**src/rtl/ble_packet_receiver.sv**
```systemverilog
// ble_packet_receiver
// Rebuilds a fixed-length packet from UART byte strobes, sent least-significant
// byte first. The finished packet is held under a valid/ack handshake.
// Inter-byte timeout and overrun-while-held are reported as one-clock pulses.
module ble_packet_receiver #(
  parameter int PACKET_BYTES = 18,
  parameter int TIMEOUT      = 4000000
) (
  input  logic                      clk,
  input  logic                      reset_n,
  input  logic                      soft_reset,
  input  logic [7:0]                rx_data,
  input  logic                      rx_valid,
  input  logic                      packet_ack,
  output logic [PACKET_BYTES*8-1:0] packet_data,
  output logic                      packet_valid,
  output logic [7:0]                byte_count,
  output logic                      busy,
  output logic                      timeout_error,
  output logic                      overrun_error
);

  localparam int DW = PACKET_BYTES * 8;
  // Timer width covers 0..TIMEOUT; it saturates instead of wrapping.
  localparam int TW = $clog2(TIMEOUT + 1);
  localparam logic [TW-1:0] TIMER_LAST = TW'(TIMEOUT - 1);
  localparam logic [TW-1:0] TIMER_MAX  = {TW{1'b1}};
  localparam logic [7:0]    LAST_IDX   = 8'(PACKET_BYTES - 1);

  typedef enum logic [1:0] {
    S_IDLE    = 2'd0,
    S_COLLECT = 2'd1,
    S_HOLD    = 2'd2
  } state_t;

  state_t          state_q, state_d;
  logic [DW-1:0]   packet_data_q, packet_data_d;
  logic [7:0]      byte_count_q, byte_count_d;
  logic [TW-1:0]   timer_q, timer_d;
  logic            timeout_error_q, timeout_error_d;
  logic            overrun_error_q, overrun_error_d;

  // One-hot select of the byte lane addressed by the current byte count.
  logic [PACKET_BYTES-1:0] byte_sel;
  logic [DW-1:0]           data_with_byte;
  logic [DW-1:0]           data_first_byte;

  generate
    for (genvar gi = 0; gi < PACKET_BYTES; gi++) begin : g_byte_sel
      assign byte_sel[gi] = (byte_count_q == 8'(gi));
    end
  endgenerate

  // A fresh packet starts from all-zero data with the new byte in lane 0.
  assign data_first_byte = {{(DW - 8){1'b0}}, rx_data};

  // Current packet data with rx_data merged into the selected lane.
  always_comb begin
    data_with_byte = packet_data_q;
    for (int i = 0; i < PACKET_BYTES; i++) begin
      if (byte_sel[i]) begin
        data_with_byte[8*i +: 8] = rx_data;
      end
    end
  end

  // Next-state logic for the collect/hold state machine, timer and error pulses.
  always_comb begin
    state_d         = state_q;
    packet_data_d   = packet_data_q;
    byte_count_d    = byte_count_q;
    timer_d         = timer_q;
    timeout_error_d = 1'b0;
    overrun_error_d = 1'b0;

    case (state_q)
      S_IDLE: begin
        if (rx_valid) begin
          packet_data_d = data_first_byte;
          byte_count_d  = 8'd1;
          timer_d       = '0;
          state_d       = S_COLLECT;
        end
      end

      S_COLLECT: begin
        if (rx_valid) begin
          packet_data_d = data_with_byte;
          byte_count_d  = byte_count_q + 8'd1;
          timer_d       = '0;
          if (byte_count_q == LAST_IDX) begin
            state_d = S_HOLD;
          end
        end else if (timer_q == TIMER_LAST) begin
          // Gap too long: drop the partial packet but leave its bytes visible
          // until the next packet's first byte clears them.
          timeout_error_d = 1'b1;
          byte_count_d    = 8'd0;
          timer_d         = '0;
          state_d         = S_IDLE;
        end else if (timer_q != TIMER_MAX) begin
          timer_d = timer_q + TW'(1);
        end
      end

      S_HOLD: begin
        if (packet_ack && rx_valid) begin
          // Ack releases the held packet and the same strobe opens the next one.
          packet_data_d = data_first_byte;
          byte_count_d  = 8'd1;
          timer_d       = '0;
          state_d       = S_COLLECT;
        end else if (packet_ack) begin
          byte_count_d = 8'd0;
          state_d      = S_IDLE;
        end else if (rx_valid) begin
          overrun_error_d = 1'b1;
        end
      end

      default: begin
        state_d      = S_IDLE;
        byte_count_d = 8'd0;
        timer_d      = '0;
      end
    endcase

    // Synchronous clear behaves like reset and never raises an error pulse.
    if (soft_reset) begin
      state_d         = S_IDLE;
      packet_data_d   = '0;
      byte_count_d    = 8'd0;
      timer_d         = '0;
      timeout_error_d = 1'b0;
      overrun_error_d = 1'b0;
    end
  end

  // State and datapath registers with asynchronous active-low reset.
  always_ff @(posedge clk or negedge reset_n) begin
    if (!reset_n) begin
      state_q         <= S_IDLE;
      packet_data_q   <= '0;
      byte_count_q    <= 8'd0;
      timer_q         <= '0;
      timeout_error_q <= 1'b0;
      overrun_error_q <= 1'b0;
    end else begin
      state_q         <= state_d;
      packet_data_q   <= packet_data_d;
      byte_count_q    <= byte_count_d;
      timer_q         <= timer_d;
      timeout_error_q <= timeout_error_d;
      overrun_error_q <= overrun_error_d;
    end
  end

  assign packet_data   = packet_data_q;
  assign byte_count    = byte_count_q;
  assign packet_valid  = (state_q == S_HOLD);
  assign busy          = (state_q != S_IDLE);
  assign timeout_error = timeout_error_q;
  assign overrun_error = overrun_error_q;

endmodule
```
**config.mk**
```make
export PLATFORM = sky130hd
export DESIGN_NAME = ble_packet_receiver
export DESIGN_NICKNAME = d
export VERILOG_FILES = /design/src/rtl/ble_packet_receiver.sv
export SDC_FILE = /design/constraint.sdc
export NUM_CORES = 1
export LEC_CHECK = 0
export ABC_AREA = 1
export BUFFER_PORTS_ARGS = -buffer_cell sky130_fd_sc_hd__buf_4
export CELL_PAD_IN_SITES_DETAIL_PLACEMENT = 1
export CELL_PAD_IN_SITES_GLOBAL_PLACEMENT = 1
export CORE_UTILIZATION = 25
export CTS_BUF_LIST = sky130_fd_sc_hd__clkbuf_4
export DETAILED_ROUTE_END_ITERATION = 16
export PLACE_DENSITY = 0.56
export SETUP_SLACK_MARGIN = 0.4
export SLEW_MARGIN = 30
export SYNTH_ARGS = -nofsm -noshare
export SYNTH_HDL_FRONTEND = slang
export SYNTH_SLANG_ARGS = --single-unit
```
**constraint.sdc**
```tcl
create_clock -name clk -period 3.7 [get_ports clk]
set_clock_uncertainty 0.2 [all_clocks]
set_input_delay 0 -clock clk [delete_from_list [all_inputs] [get_ports clk]]
set_output_delay 0 -clock clk [all_outputs]
set_load 0.005 [all_outputs]
```
After elaboration in Yosys (flattened, before gate mapping)
Index checks and enable logic that the tools add are counted.
{"block": "word_totals", "reg_bits": 178, "inputBits": 13, "output_inout_bits": 156, "elab_cells": 151}
{"block": "classes", "n_addsub": 2, "eq_ne": 46, "n_mux": 54, "reduce_logical": 26}
{"op": "$mux 144", "count": 4}
{"op": "$pmux 144 s3", "count": 1}
{"op": "$mux 8", "count": 24}
{"op": "$mux 22", "count": 6}
{"op": "$reduce_and 5->1", "count": 18}
{"op": "$pmux 22 s3", "count": 1}
{"op": "$eq 8x4->1 const B", "count": 8}
{"op": "$ne 3x3->1 const B", "count": 20}
{"op": "$eq 8x3->1 const B", "count": 4}
{"op": "$pmux 8 s3", "count": 1}
{"op": "$add 22x1->22 const B", "count": 1}
{"op": "$eq 22x22->1 const B", "count": 1}
{"op": "$ne 22x22->1 const B", "count": 1}
{"op": "$eq 8x2->1 const B", "count": 2}
{"op": "$eq 8x5->1 const B", "count": 2}
{"op": "$mux 2", "count": 7}
{"op": "$mux 1", "count": 9}
{"op": "$add 8x1->8 const B", "count": 1}
{"op": "$eq 8x1->1 const B", "count": 1}
{"op": "$logic_not 8->1", "count": 1}
{"op": "$ne 4x4->1 const B", "count": 2}
{"op": "$pmux 2 s3", "count": 1}
{"op": "$reduce_and 3->1", "count": 2}
{"op": "$ne 5x5->1 const B", "count": 1}
{"op": "9 further kinds", "count": 9}

Logic depth before layout (Yosys ltp)
Gate-level depths: netlist (run 1).
{"block": "logic_depth", "ltp_word": 6, "depth_mapped": 12, "mapped_depth_nobuf": 12}

Worst setup path after synthesis (run 1)
OpenSTA, ideal clock, no wires.
{"block": "synth_path", "kind": "reg2reg", "startpoint": "register timer_q[1]", "endpoint": "register timer_q[13]", "setup_time_ns": 0.126, "arrival_ns": 1.627, "t_required_ns": 3.374, "path_slack_ns": 1.747, "path_stages_with_launch": 10, "n_path_buf": 1, "period_less_slack_ns": 1.953, "path_cell_list": "dfrtp_1 ha_1 nand2_1 nor2_1 nand3_1 o21ai_1 nand2_2 buf_2 nand3_1 o21ai_0"}
{"block": "synth_between", "elab_chain_cells": 6, "elab_cells_between_ends": 10, "cone_classes": "1 x add/sub; 3 x eq/ne; 5 x mux; 1 x reduce/logical"}
{"item": "start: declaration", "line": "39", "source": "logic [TW-1:0] timer_q, timer_d;"}
{"item": "start signal: assignment", "line": "152", "source": "timer_q <= timer_d;"}
{"item": "$add 22x1->22", "line": "102", "source": "timer_d = timer_q + TW'(1);"}
{"item": "$mux 22", "line": "101", "source": "end else if (timer_q != TIMER_MAX) begin"}
{"item": "$mux 22", "line": "94", "source": "end else if (timer_q == TIMER_LAST) begin"}
{"item": "$mux 22", "line": "87", "source": "if (rx_valid) begin"}
{"item": "$pmux 22 s3", "line": "76", "source": "case (state_q)"}
{"item": "$mux 22", "line": "129", "source": "if (soft_reset) begin"}
Parallel ways exist; a longest one is shown, timed or not. The select of a mux whose other input is x is not followed.
A chain may end at the register's enable or synchronous reset.

Worst setup path after layout (run 1)
{"block": "layout_path", "startpoint": "register state_q[0]", "endpoint": "register byte_count_q[3] (netlist: byte_count[3])"}
{"block": "layout_between", "elab_chain_cells": 3, "elab_cells_between_ends": 9, "cone_classes": "5 x eq/ne; 2 x mux; 2 x reduce/logical"}
{"item": "start: declaration", "line": "36", "source": "state_t state_q, state_d;"}
{"item": "start signal: assignment", "line": "149", "source": "state_q <= state_d;"}
{"item": "$eq 2x2->1 (tied with other cells)", "line": "76"}
{"item": "$ne 4x3->1 (no source line) (tied with other cells)"}
{"item": "$reduce_and 3->1 (no source line) or $mux 8 (tied branches)"}
{"item": "end signal: assignment", "line": "151", "source": "byte_count_q <= byte_count_d;"}
{"item": "end: declaration", "line": "38", "source": "logic [7:0] byte_count_q, byte_count_d;"}
Parallel ways exist; a longest one is shown, timed or not.

==> results.md, run 1 <==
- Outcome: completed
- Worst min path class: in2reg
- Final setup margin: 0.731 ns
- Mapped Cells: around 880
- Synth Register Bits: approximately 180
- Rows: 63
- Max-slew headroom: 0.440
- Die Span X: 177 µm
- Total CTS buffers: 17
- Register area share after synthesis: 0.583
- Synthesized area: 7640 µm²
- Routing usage on met3: 0.0599
- Worst Tran Pin Value: 0.838 ns
- Later-pin clock latency in the skew report: 0.61 ns
- Reg2reg start: state_q[0]
- Crit path required time: between 3 and 4 ns
- Setup TNS: 0 ns
- Nets@finish: approximately 1100
- Gr usage total: 0.178
- Hold EP: packet_data[0]
- Avg Inst Size Synth: slightly below 9 µm²
- Area contributors post-synth: dfrtp_1 58%, nand2_1 13%, o21ai_0 11%, nand3_1 2.9%, inv_1 2.6%
- Top cell type's share of synthesized area: 0.583
- Startpoint types: flip-flop
- Core area: around 30000 µm²
- Filler Cell Count: between 3000 and 4000
- Die area: roughly 31000 µm²
- Layout cells sized above 1: 0.219
- Clock transition at path regs: roughly 0.18 ns
- Worst R2R Setup Slack: roughly 0.73 ns
- R2R Path End: byte_count[3]
- Lkg Pwr: between 4 and 5 nW
- Root buf cell: clkbuf_4
- Finished Core Util: 0.331
- Setup repair bufs after CTS: 0
- Initial Utilization: 0.256
- Reg2Reg Depth: 9
- Hold depth: 4
- Antenna violations before repair: 3
- Yosys warnings: 0
- Met2 Usage GRT: 0.280
- Crit path time final: slightly below 3 ns
- Num Clock Sinks: ~180
- Via count: 6699
- Htree depth: 4
- Final setup viols: 0
- Syn_nets: 902
- I/O pins: between 150 and 200
- CP max FO: 12
- Die H: 177 µm
- Max Clk Rate: between 300 and 400 MHz
- Detailed-route wire length per cell: ~18 µm
- First-pass iteration count of the detailed router: 4
- Via density: about 4.6
- Crit Path Class: reg2reg
- Met1 GRT Util: 0.232
- CTS tree: done
- Grt peak-use layer: met2
- WP data arrival: roughly 3.3 ns
- Dpl ws: 0.846 ns
- Unrepaired setup endpoints after global routing: no
- CTS resizes: 0
- Endpoint class of the critical path: flip-flop
- RePlAce Congestion: 0.792
- Distinct cells, synth: 28
- Clock buffer depth: 2
- Final hold vios: 0
- Detailed Route Iter0 Violations: about 420
- Post-DRT Antenna Nets: 0
- Largest net degree at the start of global routing: slightly below 90
- Worst VDD drop: 0.223 mV
- Area leader, netlist: dfrtp_1
- Grt total ovfl: 0
- Detailed-placement wirelength estimate: ~19000 µm
- Min-delay src: rx_data[0]
- WL final: approximately 27000 µm
- Drt drc: 0
- Port bufs: around 170
- Pwr Density: 583 nW/µm²
- Final period util: 0.803
- Worst hold slack: approximately 0.047 ns
- First-pass GRT wire length: around 42000 µm
- Maximum capacitance violations: 0
- Final slew viol count: 0
- Hold Buf Count CTS: 21
- Area Overhead vs Synth: 29.3%
- Number of global-route vias before repair: between 6000 and 7000
metal layers:
layer  routed length [µm]  share of wire  vias to the layer above
met5                    0              0                        -
met4                  244         0.0092                        0
met3                 2030          0.076                       20
met2                12500           0.47                      140
met1                11800           0.44                     3292
li1                     -              -                     3247
stage by stage:
step           power (mW)  instance area (µm²)  cells
2_1_floorplan        3.46                 7640    884
3_3_place_gp         4.53                 9310   1413
3_5_place_dp         4.56                 9310   1413
4_1_cts              5.86                 9840   1466
5_1_grt              6.19                 9880   1468
6_report             5.76                 9880   1468
logic make-up (layout without fill, tap and decap cells):
kind of cell / Yosys count / after routing / share of synthesized area
adder cells (fa/ha/maj): 5 / 5 / 0.00819
AND/OR/NAND/NOR: 408 / 408 / 0.223
AO/OA/AOI/OAI: 189 / 189 / 0.126
flip-flops: 178 / 178 / 0.583
XOR/XNOR: 8 / 8 / 0.00917
other: 0 / 1 / 0
buffers and inverters: 96 / 289 / 0.0509
how the worst max path moves through the flow:
stage,slack (ns),from,to,cells past startpoint
2_1_floorplan,1.75,timer_q[1],timer_q[13],9
3_3_place_gp,0.97,state_q[0],packet_data[79],8
3_5_place_dp,0.85,state_q[0],packet_data[81],6
4_1_cts,0.69,state_q[0],byte_count[3],9
5_1_grt,0.50,state_q[0],byte_count[3],9
6_report,0.73,state_q[0],byte_count[3],9
synth_stat cells:
| master | number |
|---|---|
| o21ai_1 | 14 |
| nand2_2 | 12 |
| clkbuf_1 | 22 |
| buf_1 | 1 |
| buf_4 | 1 |
| or2_2 | 1 |
| buf_2 | 14 |
| o22ai_1 | 1 |
| nand4_1 | 12 |
| dfrtp_1 | 178 |
| nor2_2 | 2 |
| inv_2 | 4 |
| o21ai_0 | 165 |
| xor2_1 | 7 |
| o21bai_1 | 2 |
| nor3_1 | 16 |
| ha_1 | 5 |
| inv_1 | 53 |
| nor2_1 | 53 |
| buf_6 | 1 |
| a21oi_1 | 5 |
| o41ai_1 | 2 |
| xnor2_1 | 1 |
| nor4_1 | 3 |
| nor3_4 | 1 |
| nand2_1 | 260 |
| nand3_1 | 45 |
| nor3b_1 | 3 |
critical path, stage by stage (launching register included):
cell	delay, ns
dfrtp_1	0.43
inv_1	0.10
nor2_2	0.45
inv_2	0.23
nor2_2	0.25
nand2_1	0.15
nand3_1	0.24
dlygate4sd3_1	0.66
nand2_1	0.07
o41ai_1	0.08
report_power, final:
part	total, mW	leakage [nW]	internal [mW]	switching (mW)
Sequential	2.56	2.44	2.32	0.242
Clock	1.25	0.168	0.436	0.810
Combinational	1.95	2.15	0.735	1.22
Total	5.76	4.75	3.49	2.27
layout make-up:
type                       count  area (µm²)  area share
tap                          390         488      0.0494
multi-input combinational    610        2820       0.285
antenna                        1        2.50    0.000253
inverter                      57         214      0.0217
timing repair buffer         200        1590       0.161
clock inverter                15         186      0.0189
clock buffer                  17         128      0.0129
sequential                   178        4450       0.451
state kept, by name, summed over array words and instances (netlist names):
| register | flops |
|---|---|
| packet_data | 144 |
| timer_q | 22 |
| byte_count | 8 |
| state_q | 2 |
| overrun_error | 1 |
| timeout_error | 1 |
cells in the final DEF, fill, tap and decap left out, types with 9 or more instances in the layout:
master,n
o21ai_0,165
dlygate4sd3_1,21
nand3_1,45
nor3_1,16
nand2_1,260
nand4_1,12
clkbuf_4,17
buf_4,176
dfrtp_1,178
nor2_1,53
nand2_2,12
inv_1,53
o21ai_1,9
Note: power is estimated with default switching activity, not from simulation.
==> run 2: changes to the inputs <==
Settings changed: PLACE_DENSITY 0.56 to 0.58.
Clock period 3.7 ns to 2.7 ns, I/O delays scaled along.
==> run 2 against run 1 <==
  * Maximum frequency grew 39%
  * Non-clock buffer count rose by 15
  * Sequential cell count unchanged
  * First-iteration DRC count down 13%
  * Largest power group unchanged
  * Highest routed layer unchanged
==> results.md, run 2 (synthesis gave the netlist of run 1 again) <==
- Detailed-placement wirelength estimate: between 15000 and 20000 µm
- Reg2reg start: timer_q[1]
- Largest register FFs: approximately 140
- Most frequent cells in the layout: 256 x nand2_1, 189 x buf_4, 178 x dfrtp_1, 162 x o21ai_0, 52 x inv_1
- Buf/Inv on CP: 1
- Final slew viol count: 0
- Pwr Density: 785 nW/µm²
- Nets@finish: 1100
- Design area: between 10000 and 15000 µm²
- Lkg Pwr: 4.85 nW
- Met1 wire length: between 10000 and 15000 µm
- Crit Path Class: reg2reg
- Initial Utilization: 0.256
- Grt total ovfl: 0
- Detailed Route Iter0 Violations: approximately 370
- Worst VDD drop: around 0.38 mV
- Crit path time final: roughly 2.1 ns
- Placed cell areas: approximately 9400 µm²
- Commonest non-fill, non-tap cell in the layout: nand2_1
- WP data arrival: 2.44 ns
- Gr usage total: 0.175
- Maximum capacitance violations: 0
- Setup TNS: 0 ns
- First-pass iteration count of the detailed router: 6
- Worst Tran Pin Value: roughly 0.66 ns
- Worst hold slack: between 0.05 and 0.06 ns
- I/O pins: around 170
- Layout cells sized above 1: 0.244
- Crit path required time: 3.01 ns
- Worst Setup SP: timer_q[1]
- Die Span X: about 180 µm
- Number of global-route vias before repair: just over 7000
- Slowest CP cell: dfrtp_1
- Min-delay src: rx_data[0]
- First-pass GRT wire length: approximately 41000 µm
- Rows: 63
- Htree depth: 4
- Final hold vios: 0
- Later-pin clock latency in the skew report: between 0.5 and 0.6 ns
- Cell count after placement: between 1000 and 1500
- Root buf cell: clkbuf_4
- Max layer used: met4
- Critical path's top delay family: simple AND/OR/NAND/NOR gates
- Routed wl met3: between 1500 and 2000 µm
- Startpoint types: flip-flop
- Max Clk Rate: 469 MHz
- Crit-path cells: ha_2, nand3_2, nor2_2, nand3_1, nand2_2, nand2_2, nand2_4, nand3_1, nand2_1, inv_1
- Die H: between 150 and 200 µm
- Detailed-route wire length per cell: roughly 18 µm
- Core area: approximately 30000 µm²
- Routed met2 length: about 13000 µm
- Port bufs: 168
- CTS tree: done
- Total CTS buffers: 17
- Final period util: 0.790
- Outcome: completed
- Via count: between 6000 and 7000
- RePlAce Congestion: just under 0.8
- Area Overhead vs Synth: 31.8%
- Slowest stage delay, CP: approximately 0.43 ns
- Die area: about 31000 µm²
- Drt drc: 0
- Max-slew headroom: 0.558
- WL final: approximately 27000 µm
- Largest net degree at the start of global routing: 64
- Unrepaired setup endpoints after global routing: yes
- Worst min path class: in2reg
- Clock transition at path regs: around 0.17 ns
- Via density: 4.50
- Final setup viols: 0
- Num Clock Sinks: around 180
- Antenna violations before repair: 1
- Clock buffer depth: 2
- Endpoint class of the critical path: flip-flop
- Layout Cells excl Fill: around 1500
- Post-DRT Antenna Nets: 0
- CP max FO: 10
run 2: stage by stage:
stage                     worst slack, ns  total power, mW   util
after floorplan                     0.747             4.74      -
after global placement              0.142             6.25  0.314
after detailed placement           0.0246             6.29  0.314
after CTS                           0.403             7.95  0.333
after global routing                0.391             8.50  0.337
final                               0.567             7.91  0.337
run 2: layer usage:
metal / vias up / track usage
li1: 3285 / -
met1: 3285 / 0.226
met2: 110 / 0.287
met3: 10 / 0.0584
met4: 0 / 0.0323
met5: - / 0
run 2: report_power, final:
group          switching, mW  internal (mW)
combinational           1.73           1.19
clock                   1.06          0.407
sequential             0.343           3.18
run 2: cell type report:
class | count | area (µm²)
diodes | 1 | 2.50
clock buffers | 18 | 135
clock inverters | 14 | 130
fillers | 3547 | 19800
inverters | 57 | 219
multi-input cells | 613 | 2900
flip-flops and latches | 178 | 4450
well taps | 390 | 488
repair buffers | 215 | 1740
run 2: final timing paths:
check	slack [ns]	end	depth (start not counted)
max reg2reg	0.57	timer_q[11]	10
min	0.06	packet_data[0]	4
min in group asynchronous	0.27	timer_q[19]	3
max in group asynchronous	1.17	packet_data[3]	4
max	0.57	timer_q[11]	10
min reg2reg	0.31	packet_data[141]	2
run 2: what timing repair did:
action | CTS | global route
setup endpoints to repair | 162 | 136
hold endpoints to repair | 349 | 0
resized for setup | 14 | 17
cloned | 1 | 2
setup buffers | 6 | 4
pin swaps | 4 | 5
hold buffers | 19 | 0
run 2: tightest hold or removal path, stage by stage:
cell and delay (ns):
dlygate4sd3_1 0.54, buf_4 0.14, nand2_1 0.06, o21ai_1 0.06
